`src/rtl/pipe_hazard_ctrl.sv`:
```
// ============================================================================
// Module      : pipe_hazard_ctrl
// Description : Hold/flush sequencer for a 5-stage RV32I pipeline. Handles
//               jumps, load-use stalls, multi-cycle ex ops and debug halt.
// Revision    : 1.0 - initial release
// ============================================================================
`default_nettype none

module pipe_hazard_ctrl #(
    parameter int FLUSH_CYCLES = 1,
    parameter int MD_TIMEOUT   = 64,
    parameter int DRAIN_CYCLES = 2
) (
    input  logic        clk,
    input  logic        rst,
    input  logic        jump_en_i,
    input  logic [31:0] jump_addr_i,
    input  logic        ex_mem_rd_i,
    input  logic [4:0]  ex_rd_addr_i,
    input  logic [4:0]  id_rs1_addr_i,
    input  logic [4:0]  id_rs2_addr_i,
    input  logic        id_rs1_use_i,
    input  logic        id_rs2_use_i,
    input  logic        md_start_i,
    input  logic        md_done_i,
    input  logic        halt_req_i,
    output logic        jump_en_o,
    output logic [31:0] jump_addr_o,
    output logic        hold_pc_o,
    output logic        hold_if_id_o,
    output logic        hold_id_ex_o,
    output logic        flush_if_id_o,
    output logic        flush_id_ex_o,
    output logic        halt_ack_o,
    output logic        md_timeout_o,
    output logic [2:0]  state_o
);

    typedef enum logic [2:0] {
        ST_RUN     = 3'd0,
        ST_FLUSH   = 3'd1,
        ST_MD_WAIT = 3'd2,
        ST_DRAIN   = 3'd3,
        ST_HALT    = 3'd4
    } state_t;

    localparam logic [2:0] c_FLUSH_INIT = 3'(FLUSH_CYCLES);
    localparam logic [2:0] c_DRAIN_INIT = 3'(DRAIN_CYCLES);
    localparam logic [9:0] c_TCNT_LAST  = 10'(MD_TIMEOUT - 1);

    state_t     state_q, state_d;
    logic [2:0] cnt_q, cnt_d;
    logic [9:0] tcnt_q, tcnt_d;
    logic       halt_ack_q, halt_ack_d;
    logic       md_timeout_q, md_timeout_d;

    logic       w_rs1_hit;
    logic       w_rs2_hit;
    logic       w_load_use;
    logic       w_jump_take;

    assign w_rs1_hit   = id_rs1_use_i && (id_rs1_addr_i == ex_rd_addr_i);
    assign w_rs2_hit   = id_rs2_use_i && (id_rs2_addr_i == ex_rd_addr_i);
    assign w_load_use  = ex_mem_rd_i && (ex_rd_addr_i != 5'd0) && (w_rs1_hit || w_rs2_hit);
    // A halted core must not be redirected by whatever sits in ex.
    assign w_jump_take = jump_en_i && (state_q != ST_HALT);

    always_comb begin
        state_d       = state_q;
        cnt_d         = cnt_q;
        tcnt_d        = tcnt_q;
        md_timeout_d  = md_timeout_q;
        jump_en_o     = 1'b0;
        jump_addr_o   = 32'd0;
        hold_pc_o     = 1'b0;
        hold_if_id_o  = 1'b0;
        hold_id_ex_o  = 1'b0;
        flush_if_id_o = 1'b0;
        flush_id_ex_o = 1'b0;

        if (w_jump_take) begin
            jump_en_o     = 1'b1;
            jump_addr_o   = jump_addr_i;
            flush_if_id_o = 1'b1;
            flush_id_ex_o = 1'b1;
            if (FLUSH_CYCLES > 0) begin
                state_d = ST_FLUSH;
                cnt_d   = c_FLUSH_INIT;
            end else begin
                state_d = ST_RUN;
                cnt_d   = 3'd0;
            end
        end else begin
            case (state_q)
                ST_RUN: begin
                    if (md_start_i) begin
                        // A done in the launch cycle is a zero-cycle op.
                        if (!md_done_i) begin
                            state_d = ST_MD_WAIT;
                            tcnt_d  = 10'd0;
                        end
                    end else if (w_load_use) begin
                        hold_pc_o     = 1'b1;
                        hold_if_id_o  = 1'b1;
                        flush_id_ex_o = 1'b1;
                    end else if (halt_req_i) begin
                        state_d = ST_DRAIN;
                        cnt_d   = c_DRAIN_INIT;
                    end
                end

                ST_FLUSH: begin
                    flush_if_id_o = 1'b1;
                    flush_id_ex_o = 1'b1;
                    cnt_d         = cnt_q - 3'd1;
                    if (cnt_q <= 3'd1) begin
                        state_d = ST_RUN;
                    end
                end

                ST_MD_WAIT: begin
                    hold_pc_o    = 1'b1;
                    hold_if_id_o = 1'b1;
                    hold_id_ex_o = 1'b1;
                    tcnt_d       = tcnt_q + 10'd1;
                    if (md_done_i) begin
                        state_d = ST_RUN;
                    end else if (tcnt_q >= c_TCNT_LAST) begin
                        md_timeout_d = 1'b1;
                        state_d      = ST_RUN;
                    end
                end

                ST_DRAIN: begin
                    hold_pc_o     = 1'b1;
                    hold_if_id_o  = 1'b1;
                    flush_id_ex_o = 1'b1;
                    if (!halt_req_i) begin
                        state_d = ST_RUN;
                    end else begin
                        cnt_d = cnt_q - 3'd1;
                        if (cnt_q <= 3'd1) begin
                            state_d = ST_HALT;
                        end
                    end
                end

                ST_HALT: begin
                    hold_pc_o     = 1'b1;
                    hold_if_id_o  = 1'b1;
                    flush_id_ex_o = 1'b1;
                    if (!halt_req_i) begin
                        state_d = ST_RUN;
                    end
                end

                default: begin
                    state_d = ST_RUN;
                end
            endcase
        end

        halt_ack_d = (state_q == ST_HALT) && halt_req_i;
    end

    always_ff @(posedge clk or posedge rst) begin
        if (rst) begin
            state_q      <= ST_RUN;
            cnt_q        <= 3'd0;
            tcnt_q       <= 10'd0;
            halt_ack_q   <= 1'b0;
            md_timeout_q <= 1'b0;
        end else begin
            state_q      <= state_d;
            cnt_q        <= cnt_d;
            tcnt_q       <= tcnt_d;
            halt_ack_q   <= halt_ack_d;
            md_timeout_q <= md_timeout_d;
        end
    end

    assign halt_ack_o   = halt_ack_q;
    assign md_timeout_o = md_timeout_q;
    assign state_o      = state_q;

endmodule

`default_nettype wire

```
`config.mk`:
```
export PLATFORM = sky130hd
export DESIGN_NAME = pipe_hazard_ctrl
export DESIGN_NICKNAME = d
export VERILOG_FILES = /design/src/rtl/pipe_hazard_ctrl.sv
export SDC_FILE = /design/constraint.sdc
export NUM_CORES = 1
export LEC_CHECK = 0
export ABC_AREA = 1
export CAP_MARGIN = 5
export CORE_ASPECT_RATIO = 0.5
export CORE_UTILIZATION = 30
export CTS_BUF_LIST = sky130_fd_sc_hd__clkbuf_4 sky130_fd_sc_hd__clkbuf_8
export DETAILED_ROUTE_END_ITERATION = 12
export PLACE_DENSITY = 0.68
export SLEW_MARGIN = 20
export SYNTH_ARGS = -nofsm -noshare
export SYNTH_HDL_FRONTEND = slang
export SYNTH_SLANG_ARGS = --single-unit
```
`constraint.sdc`:
```
create_clock -name clk -period 1.35 [get_ports clk]
set_input_delay 0.27 -clock clk [delete_from_list [all_inputs] [get_ports clk]]
set_output_delay 0.27 -clock clk [all_outputs]
set_load 0.1 [all_outputs]
```
==> results of run 1 <==
## Yosys cell counts (all sizes together)
library cell	number	area share
nor2	60	0.14
nand3	21	0.062
clkbuf	2	0.0044
o31ai	1	0.0044
nand4	5	0.018
nor4	2	0.0073
o21ai	11	0.039
a21o	1	0.0044
or2	1	0.0037
nand2	71	0.17
a21oi	6	0.018
nor3	9	0.033
buf	3	0.014
inv	76	0.17
xor2	3	0.015
xnor2	1	0.0051
o22ai	1	0.0037
ha	2	0.015
o21a	2	0.0088
dfrtp	18	0.26
## layout make-up
| cell class | instances | share of cell area |
|---|---|---|
| flip-flops and latches | 18 | 0.110 |
| clock buffers | 4 | 0.0131 |
| repair buffers | 153 | 0.459 |
| inverters | 76 | 0.0730 |
| multi-input cells | 198 | 0.322 |
| repair inverters | 1 | 0.00209 |
| well taps | 70 | 0.0209 |
## report_power, final
| group | internal, mW | switching (mW) |
|---|---|---|
| clock | 0.259 | 0.184 |
| combinational | 1.85 | 2.75 |
| sequential | 0.700 | 0.124 |
| total | 2.81 | 3.06 |
## routing by layer
metal	wire length (um)	vias up	GRT usage	part of all wire
met5	0	-	0	0
met4	167	0	0.0676	0.022
met3	501	28	0.0437	0.067
met2	3850	128	0.469	0.52
met1	2910	1142	0.274	0.39
li1	-	1198	-	-
## stage by stage
stage               cells   util
floorplan             296      -
global placement      498  0.734
detailed placement    498  0.734
CTS                   513  0.778
global route          520  0.807
finish                520  0.807
## registers in the layout (all words and copies together) (netlist names)
name,cells
cnt_q,3
halt_ack_o,1
md_timeout_o,1
state_o,3
tcnt_q,10
## cells in the final DEF (no fill, tap or decap), drive strengths merged
master / synthesis / final
dfrtp: 18 / 18
nand3: 21 / 21
a21oi: 6 / 6
or2: 1 / 1
inv: 76 / 76
ha: 2 / 2
nor4: 2 / 2
clkdlybuf4s50: 0 / 38
a21o: 1 / 1
dlygate4sd2: 0 / 16
nor2: 60 / 60
o21ai: 11 / 11
xnor2: 1 / 1
clkbuf: 2 / 6
nor3: 9 / 9
o22ai: 1 / 1
nand2: 71 / 72
o31ai: 1 / 1
o21a: 2 / 2
xor2: 3 / 3
clkinvlp: 0 / 1
buf: 3 / 97
nand4: 5 / 5
## cells by family (layout without fill, tap and decap cells)
family / Yosys count / after routing / share of synthesized area
xor gates and xnor gates: 4 / 4 / 0.0205
adders and majority gates: 2 / 2 / 0.0146
DFF: 18 / 18 / 0.264
buffers and inverters: 81 / 234 / 0.187
AOI/OAI and AO/OA: 22 / 22 / 0.0777
and+or+nand+nor: 169 / 170 / 0.437
## worst max path at each step
stage | from | endpoint | depth (start not counted)
floorplan | state_o[1] | hold_pc_o | 6
global placement | ex_rd_addr_i[0] | hold_pc_o | 10
detailed placement | ex_rd_addr_i[2] | hold_pc_o | 10
CTS | state_o[1] | hold_pc_o | 7
global route | state_o[0] | hold_pc_o | 7
finish | state_o[1] | hold_pc_o | 6
## critical path, cell delays in order (launching register included)
cell and delay (ns):
dfrtp_4 0.49, nor2_4 0.16, nand2_2 0.09, inv_2 0.06, nand4_1 0.15, a21oi_4 0.25
buf_12 0.20
## timing repair
item,CTS,global route
resized for setup,40,24
endpoints found under the hold margin,0,0
setup endpoints to repair,56,58
gates cloned,4,1
pin swaps,15,6
buffers inserted,7,6
==> impl_metrics.ini, run 1 <==
[status]
outcome = complete, but fails checks
violations = setup timing

[synthesis]
yosysWarnings = 0
synthCells = 296
synth_cell_types = 30
ys_seq_elements = 18
seq_area_frac_synth = 0.264
synthesis.area_um2 = 1710
synth.avg_cell_area_um2 = 5.77
syn_nets = 354

[final_layout]
seq_area_um2 = 462
multi_input_area_um2 = 1350
final_area_um2 = 4200
num-fill-cells = 319
num-nets-final = 509
layout-drive-gt1-share = 0.407
antennaDiodeCount = 0
area_growth_pct = 146

[flow_run]
max_cap_viol_count = 0

[pwr]
ir_drop_uv = 942
pwr_density_cell_nw_per_um2 = 1400
finalPower_mw = 5.87
leakage_nw = 2.03

[floorplan]
die_w_um = 109
start_util = 0.328
die_h_um = 55.4
coreArea_um2 = 5200
die-area_um2 = 6020
num_io_pins = 99
num_rows = 18

[sta]
fmax_mhz = 518
fin_crit_sh = 1.43
setup_viol = 55
fin_crit_ns = 1.93
hold_slack_ns = 0.339
timing.final.hold_violations = 0
max_slew_margin = 0.727
rsz0062_at_grt = true
worstMarginPinSlew_ns = 0.407
setup_tns_ns = -25.88
finalMaxSlewViolations = 0
fin_ws_ns = -0.581
clock_skew_ns = 0.00361

[routing]
first_pass_iters = 7
vias_per_cell = 4.80
drtAntennaViolNets = 0
routed_wl_um = 7440
drc = 0
drt_iter0_drc = 141
vias = 2496
wl_per_cell_um = 14.3

[worst_setup_path]
r2r-end = tcnt_q[5]
path_class = register to output pin
worstPathMaxFanout = 4
end_kind = output pin
reg2reg_depth = 10
critPathArrivalTime_ns = 1.66
rrSetupSlack_ns = -0.44
r2r_start = state_o[2]
startpoint_type = register
critical_path_required_ns = 1.08

[cts]
htreeDepth = 1
clock_sinks = 18
clk_pin_slew_worst_paths_ns = 0.07
clkLatencyLatePin_ns = 0.25
hold_buffers = 0
cts_tree = built
cts_buffer_depth = 2
root_buffer = clkbuf_8
cts_buffers = 3

[global_route]
grt_pass1_vias = 2438
grt.overflow.total = 0
gr-usage-all-layers = 0.244
grt_start_max_net_pins = 19
antenna_found_initial = 0
grt_pass1_wl_um = 11600

[placement]
io_buffers = 98
place.detailed.hpwl_um = 5380
place_area_um2 = 3820
dp_slack_ns = -0.771
gp_congestion = 0.951

[min_path]
hp-class = input pin to async pin
Note: power is estimated with default switching activity, not from simulation.
==> run 2: changes to the inputs <==
- CORE_MARGIN: default -> 3
==> impl_metrics.ini, run 2 (synthesis results as in run 1) <==
[floorplan]
start_util = 0.328
die-area_um2 = 6690
num_io_pins = 99
coreArea_um2 = 5200
die_h_um = 59.4
die_w_um = 113
num_rows = 18

[final_layout]
largest_register_ffs = 10
mostFrequentLayoutCell = inv_1
fin_cells = 528
final_cell_mix = inv_1 (65), nand2_1 (48), buf_12 (46)
layout-drive-gt1-share = 0.469
antennaDiodeCount = 0
top_register = tcnt_q
num-nets-final = 517
area_growth_pct = 163

[sta]
fin_crit_sh = 1.49
worstMarginPinSlew_ns = 0.388
setup_viol = 58
fin_ws_ns = -0.661
max_slew_margin = 0.741
finalMaxSlewViolations = 0
clock_skew_ns = 0.0113
rsz0062_at_grt = true
fin_crit_ns = 2.01
timing.final.hold_violations = 0
fmax_mhz = 497

[placement]
place.detailed.hpwl_um = 5570
dp_slack_ns = -0.812
gp_congestion = 0.828
io_buffers = 98
dp.cells = 499

[global_route]
gr-usage-all-layers = 0.222
grt_start_max_net_pins = 20
grt.overflow.total = 0
grt_pass1_wl_um = 11900
grt_pass1_vias = 2458
antenna_found_initial = 0

[worst_setup_path]
r2r-end = state_o[1]
path_class = register to output pin
crit_start = state_o[1]
r2r_start = state_o[0]
worstPathMaxFanout = 6
critical_path_required_ns = 1.08
critPathArrivalTime_ns = 1.74
end_kind = output pin
rrSetupSlack_ns = -0.48
reg2reg_depth = 10
critPathCapture = hold_pc_o
startpoint_type = register

[cts]
clkLatencyLatePin_ns = 0.27
cts_tree = built
clk_pin_slew_worst_paths_ns = 0.08
clock_sinks = 18
cts_buffer_depth = 2
root_buffer = clkbuf_8
cts_buffers = 3
hold_buffers = 0
htreeDepth = 1

[pwr]
pwr_density_cell_nw_per_um2 = 1440
leakage_nw = 2.18
ir_drop_uv = 890
finalPower_mw = 6.47

[routing]
wl_per_cell_um = 17.1
first_pass_iters = 4
routed_wl_um = 9040
vias_per_cell = 4.88
vias = 2576
drt_iter0_drc = 202
drc = 0
drtAntennaViolNets = 0

[status]
violations = setup timing
outcome = complete, but fails checks

[min_path]
hp-class = input pin to async pin

[flow_run]
max_cap_viol_count = 0
run 2: timing repair:
item,CTS,global route
gates resized for setup,52,65
cloned,2,4
setup endpoints to repair,58,59
pin swaps,23,32
buffers inserted,13,15
run 2: worst min path at each step:
| stage | from | endpoint | slack, ns |
|---|---|---|---|
| 3_3_place_gp | cnt_q[0] | cnt_q[0] | 0.48 |
| 4_1_cts | rst | tcnt_q[8] | 0.35 |
| 3_5_place_dp | cnt_q[1] | cnt_q[1] | 0.49 |
| 5_1_grt | rst | state_o[1] | 0.40 |
| 2_1_floorplan | rst | cnt_q[0] | 0.21 |
| 6_report | rst | state_o[1] | 0.38 |
run 2: metal layers:
metal	track usage	routed length [um]
met5	0	0
met1	0.260	3550
met3	0.0275	503
met2	0.442	4780
met4	0.0479	197
run 2: cell type report:
cell class                 count  area [um^2]
fill                         253          707
sequential                    18          462
timing repair buffer         161         2070
multi-input combinational    198         1500
tap                           70         87.6
clock buffer                   4         55.1
timing repair inverter         1         11.3
inverter                      76          309
run 2: stage by stage:
step,hold WS [ns],utilization,TNS [ns],cell area [um^2]
final,0.377,0.864,-29.38,4500
after CTS,0.346,0.791,-26.20,4120
after global routing,0.398,0.864,-31.92,4500
after global placement,0.476,0.735,-20.09,3820
after floorplan,0.209,-,-27.80,2100
after detailed placement,0.493,0.735,-21.09,3820
run 2: critical path: stages (launching register included):
cell	delay, ns
dfrtp_4	0.50
nor2_4	0.21
nand2_4	0.10
nand2_8	0.11
buf_12	0.13
inv_12	0.03
a21oi_4	0.18
buf_12	0.20
run 2: power by group:
part           switching, mW  internal (mW)
sequential             0.142          0.700
clock                  0.210          0.260
combinational           3.08           2.07
==> run 3: changes to the inputs <==
- CORE_MARGIN: 3 -> default
==> results of run 3 <==
Same layout as run 1: the final DEF is identical, and so are final timing and power.
